==> src/rtl/mux_rr_arbiter.sv <==
// mux_rr_arbiter
//
// Four-way round-robin arbiter that picks one requester's data word and
// registers it into a single output holding slot. When the slot is empty,
// or is being consumed this cycle, a new word can be loaded.
//
// Ports:
//   clk         - single clock, state updates on the rising edge
//   rst         - asynchronous active-high reset
//   req[3:0]    - request per requester; bit i means din_i holds valid data
//   din0..din3  - requester data channels (WIDTH bits each)
//   gnt[3:0]    - combinational one-hot grant; din_i is captured on this edge
//   sel[1:0]    - registered index of the requester whose word sits in dout
//   dout        - registered muxed data
//   dout_valid  - dout holds an unconsumed word
//   dout_ready  - downstream accepts dout this cycle when dout_valid is high
module mux_rr_arbiter #(
  parameter int WIDTH = 4
) (
  input  logic             clk,
  input  logic             rst,
  input  logic [3:0]       req,
  input  logic [WIDTH-1:0] din0,
  input  logic [WIDTH-1:0] din1,
  input  logic [WIDTH-1:0] din2,
  input  logic [WIDTH-1:0] din3,
  output logic [3:0]       gnt,
  output logic [1:0]       sel,
  output logic [WIDTH-1:0] dout,
  output logic             dout_valid,
  input  logic             dout_ready
);

  typedef enum logic {
    IDLE = 1'b0,
    FULL = 1'b1
  } state_t;

  state_t           state_q, state_d;
  logic [1:0]       lg_q, lg_d;
  logic [1:0]       sel_q, sel_d;
  logic [WIDTH-1:0] dout_q, dout_d;

  logic             load_en;
  logic             grant;
  logic [1:0]       win;
  logic [1:0]       cand;
  logic [3:0]       gnt_c;
  logic [WIDTH-1:0] win_data;

  // Round-robin search starting just after the last granted index and
  // ending on the last granted index itself. Gating with rst keeps the
  // grant low during reset even though the state decodes as IDLE.
  always_comb begin
    load_en = (state_q == IDLE) || dout_ready;
    grant   = 1'b0;
    win     = lg_q;
    cand    = lg_q;
    gnt_c   = 4'b0000;
    if (load_en && !rst) begin
      for (int k = 1; k <= 4; k++) begin
        cand = lg_q + 2'(k);
        if (!grant && req[cand]) begin
          grant = 1'b1;
          win   = cand;
        end
      end
    end
    if (grant) begin
      gnt_c[win] = 1'b1;
    end
  end

  // Data path mux: only feeds the dout register, never any control output.
  always_comb begin
    win_data = din0;
    case (win)
      2'd0:    win_data = din0;
      2'd1:    win_data = din1;
      2'd2:    win_data = din2;
      default: win_data = din3;
    endcase
  end

  // Next-state: a grant loads the slot (also covering consume-and-reload);
  // a consume without a new grant empties it; otherwise everything holds.
  always_comb begin
    state_d = state_q;
    lg_d    = lg_q;
    sel_d   = sel_q;
    dout_d  = dout_q;
    if (grant) begin
      state_d = FULL;
      lg_d    = win;
      sel_d   = win;
      dout_d  = win_data;
    end else if (state_q == FULL && dout_ready) begin
      state_d = IDLE;
    end
  end

  // lg resets to 3 so requester 0 is searched first after reset.
  always_ff @(posedge clk or posedge rst) begin
    if (rst) begin
      state_q <= IDLE;
      lg_q    <= 2'b11;
      sel_q   <= 2'b00;
      dout_q  <= '0;
    end else begin
      state_q <= state_d;
      lg_q    <= lg_d;
      sel_q   <= sel_d;
      dout_q  <= dout_d;
    end
  end

  assign gnt        = gnt_c;
  assign sel        = sel_q;
  assign dout       = dout_q;
  assign dout_valid = (state_q == FULL);

endmodule

==> config.mk <==
export PLATFORM = sky130hd
export DESIGN_NAME = mux_rr_arbiter
export DESIGN_NICKNAME = d
export VERILOG_FILES = /design/src/rtl/mux_rr_arbiter.sv
export SDC_FILE = /design/constraint.sdc
export NUM_CORES = 1
export LEC_CHECK = 0
export ABC_AREA = 1
export CAP_MARGIN = 30
export CELL_PAD_IN_SITES_DETAIL_PLACEMENT = 1
export CELL_PAD_IN_SITES_GLOBAL_PLACEMENT = 1
export CORE_MARGIN = 3
export CORE_UTILIZATION = 29
export CTS_CLUSTER_DIAMETER = 200
export CTS_CLUSTER_SIZE = 14
export DETAILED_ROUTE_END_ITERATION = 10
export GPL_TIMING_DRIVEN = 0
export PLACE_DENSITY_LB_ADDON = 0.1
export SETUP_SLACK_MARGIN = 0.02
export SLEW_MARGIN = 25
export SYNTH_ARGS = -nofsm -noshare
export SYNTH_HDL_FRONTEND = slang
export SYNTH_SLANG_ARGS = --single-unit
==> constraint.sdc <==
create_clock -name clk -period 2.4 [get_ports clk]
set_input_delay 0.36 -clock clk [delete_from_list [all_inputs] [get_ports clk]]
set_output_delay 0.36 -clock clk [all_outputs]
set_load 0.1 [all_outputs]
==> metrics.txt <==
Cells after Synth=142; worst clock skew=0.000695 ns; FF+latch count, synth=9; RSZ-0062 raised after global routing=true; ys flop type=dfrtp_1; crit path cell chain=inv_2 -> buf_8 -> nand2_2 -> nand2_2 -> nand2_2 -> nand2_4 -> nor2_8 -> nand2_4 -> nand2_2 -> nand3_2 -> nand2_4 -> nand2_4 -> nor2_4 -> buf_12; Rows=19; utilization after layout=58.2%; Final setup viols=4; CTS Sinks=9; asr flop ratio synth=100%; CP Class=reg -> out; fin crit period=2.64 ns; Mapped Nets=165; Worst-Skew Late Latency=0.26 ns; syn avg cell area=6.45 um^2; top cells by area, synth=nand2_1 23%, dfrtp_1 19%, nand3_1 11%; type of the worst min-delay path=in -> async; number of library cell types mapped by synthesis=22; Overall Global Routing Usage=17.0%; first-pass GRT wire length=~5.4 mm; Critical Path Start Type=flip-flop; initial core utilization=about a third; final setup margin=-0.243 ns; largest family of logic cells by synthesized area=simple AND/OR/NAND/NOR gates; vias in the first global route=about 1,200; root buf cell=clkbuf_4; CTS max path bufs=2; highest clock rate=378 MHz; # nets final=224; CP max FO=7; CP max-delay cell=dfstp_2; DP Wirelength=2.22 mm; Synth Area in Compound Gates=7.92%; Port Buffers=33; Synth Area in Simple Gates=between 50% and 60%; Die Y=62.2 um; Tcrit/Tclk final=110%; Netlist Area Pre-Place=916 um^2; Synth Area in XOR/XNOR=0%; Final Hold Fails=0; initial antenna violation count=0; setup TNS=-0.844 ns; DRT iter0 DRCs=29; TritonCTS clock tree=done; critical path endpoint category=output pin; Worst Path Arrival=2.28 ns; outcome=finished, violations left; Final Wtd Congestion=~0.79; largest net degree at the start of global routing=11; IO Pins=34; mux cell area share after synthesis=0%; number of flops mapped to enable cells by yosys=0; post-DR vias/cell=between 4 and 5; Die X-Extent=just over 60 um; Synth top area share=22.5%; CP peak stage delay=0.57 ns; Routed WL=3.49 mm; Final ANT Viol Nets=0; Synth area leader=nand2_1; post-place setup slack=-1.19 ns; CP delay by family, top=simple AND/OR/NAND/NOR gates; via count=1,138; DRC=0; Synth Area in Adders=0%; MaxCap Viol Count=0; grt ovf=0; yosys warns=0; Critical Path RT=2.04 ns; Clock transition at path regs=0.07 ns; fraction of layout cells with a size suffix above 1=about 41%; H-tree level count=1; area of the die=0.00387 mm^2; commonest cells in the netlist=55 x nand2_1, 21 x nand3_1, 10 x nand2_2; fin. max-slew vios=0; worst hold slack=0.343 ns; most frequent cell after synthesis=nand2_1; total core area=0.00288 mm^2; worst-margin pin slew=0.978 ns; Slew HR=34.6%; Syn-to-layout area delta=82.9%; failing checks=negative setup slack; ANT cells=0; routed length per instance=14.4 um; Pre-antenna DRT Iters=4; sequential fraction of the synthesis area=24.9%; WP buf/inv=3; total CTS buffers=3
path summary, 6_finish.rpt:
check,start,to,slack (ns),cells past startpoint
setup / recovery,lg_q[0],gnt[3],-0.24,14
hold / removal,rst,sel[1],0.34,2
setup reg to reg,lg_q[0],dout[3],0.19,17
hold reg to reg,dout[0],dout[0],0.49,2
max in group asynchronous,rst,lg_q[1],1.72,3
min in group clk,dout[0],dout[0],0.49,2
cells by family (layout without fill, tap and decap cells):
| group | after synthesis | after routing |
|---|---|---|
| AOI/OAI and AO/OA | 10 | 10 |
| buffers and inverters | 19 | 77 |
| DFF | 9 | 9 |
| and+or+nand+nor | 104 | 104 |
state kept, by name, indices dropped and copies added, names as in the netlist:
name	cells
dout	4
dout_valid	1
lg_q	2
sel	2
what timing repair did:
item | 4_1_cts | 5_1_grt
pin swaps | 14 | 10
hold buffers | 0 | 0
resized for setup | 46 | 8
setup buffers | 13 | 9
endpoints found under the setup margin | 4 | 8
through the flow:
| step | cell area (um^2) | instances |
|---|---|---|
| after global routing | 1680 | 242 |
| after CTS | 1580 | 234 |
| after detailed placement | 1380 | 217 |
| after floorplan | 1000 | 142 |
| after global placement | 1380 | 217 |
| final | 1680 | 242 |
area by class of cell:
class                      instances  area (um^2)
buffer                             3         33.8
clock buffer                       4         26.3
fill                             368         1200
inverter                          15         60.1
multi-input combinational        114          736
sequential                         9          231
tap                               42         52.6
timing repair buffer              55          536
cell usage in the layout, fill, tap and decap left out:
master and n:
a21oi_1 1, buf_12 4, buf_4 23, buf_6 1, buf_8 1, clkbuf_1 1, clkbuf_4 3, clkdlybuf4s50_1 29
clkinvlp_4 1, dfrtp_1 6, dfrtp_4 1, dfstp_2 2, inv_1 7, inv_2 7, nand2_1 45, nand2_2 10
nand2_4 12, nand2_8 1, nand3_1 19, nand3_2 5, nand3b_1 5, nor2_1 2, nor2_4 2, nor2_8 1
nor3_4 2, o21ai_0 3, o21ai_1 1, o21ai_2 1, o21ai_4 1, o21bai_2 3
per-layer routing:
| metal | share of wire, % | global-route usage [%] | vias up |
|---|---|---|---|
| li1 | - | - | 569 |
| met1 | 42 | 22.1 | 540 |
| met2 | 53 | 28.6 | 27 |
| met3 | 4.8 | 2.34 | 2 |
| met4 | 0.46 | 5.80 | 0 |
| met5 | 0 | 0 | - |
Power is not shown: default switching activity piles up to over one toggle a cycle in this logic, so the estimate is an artifact.
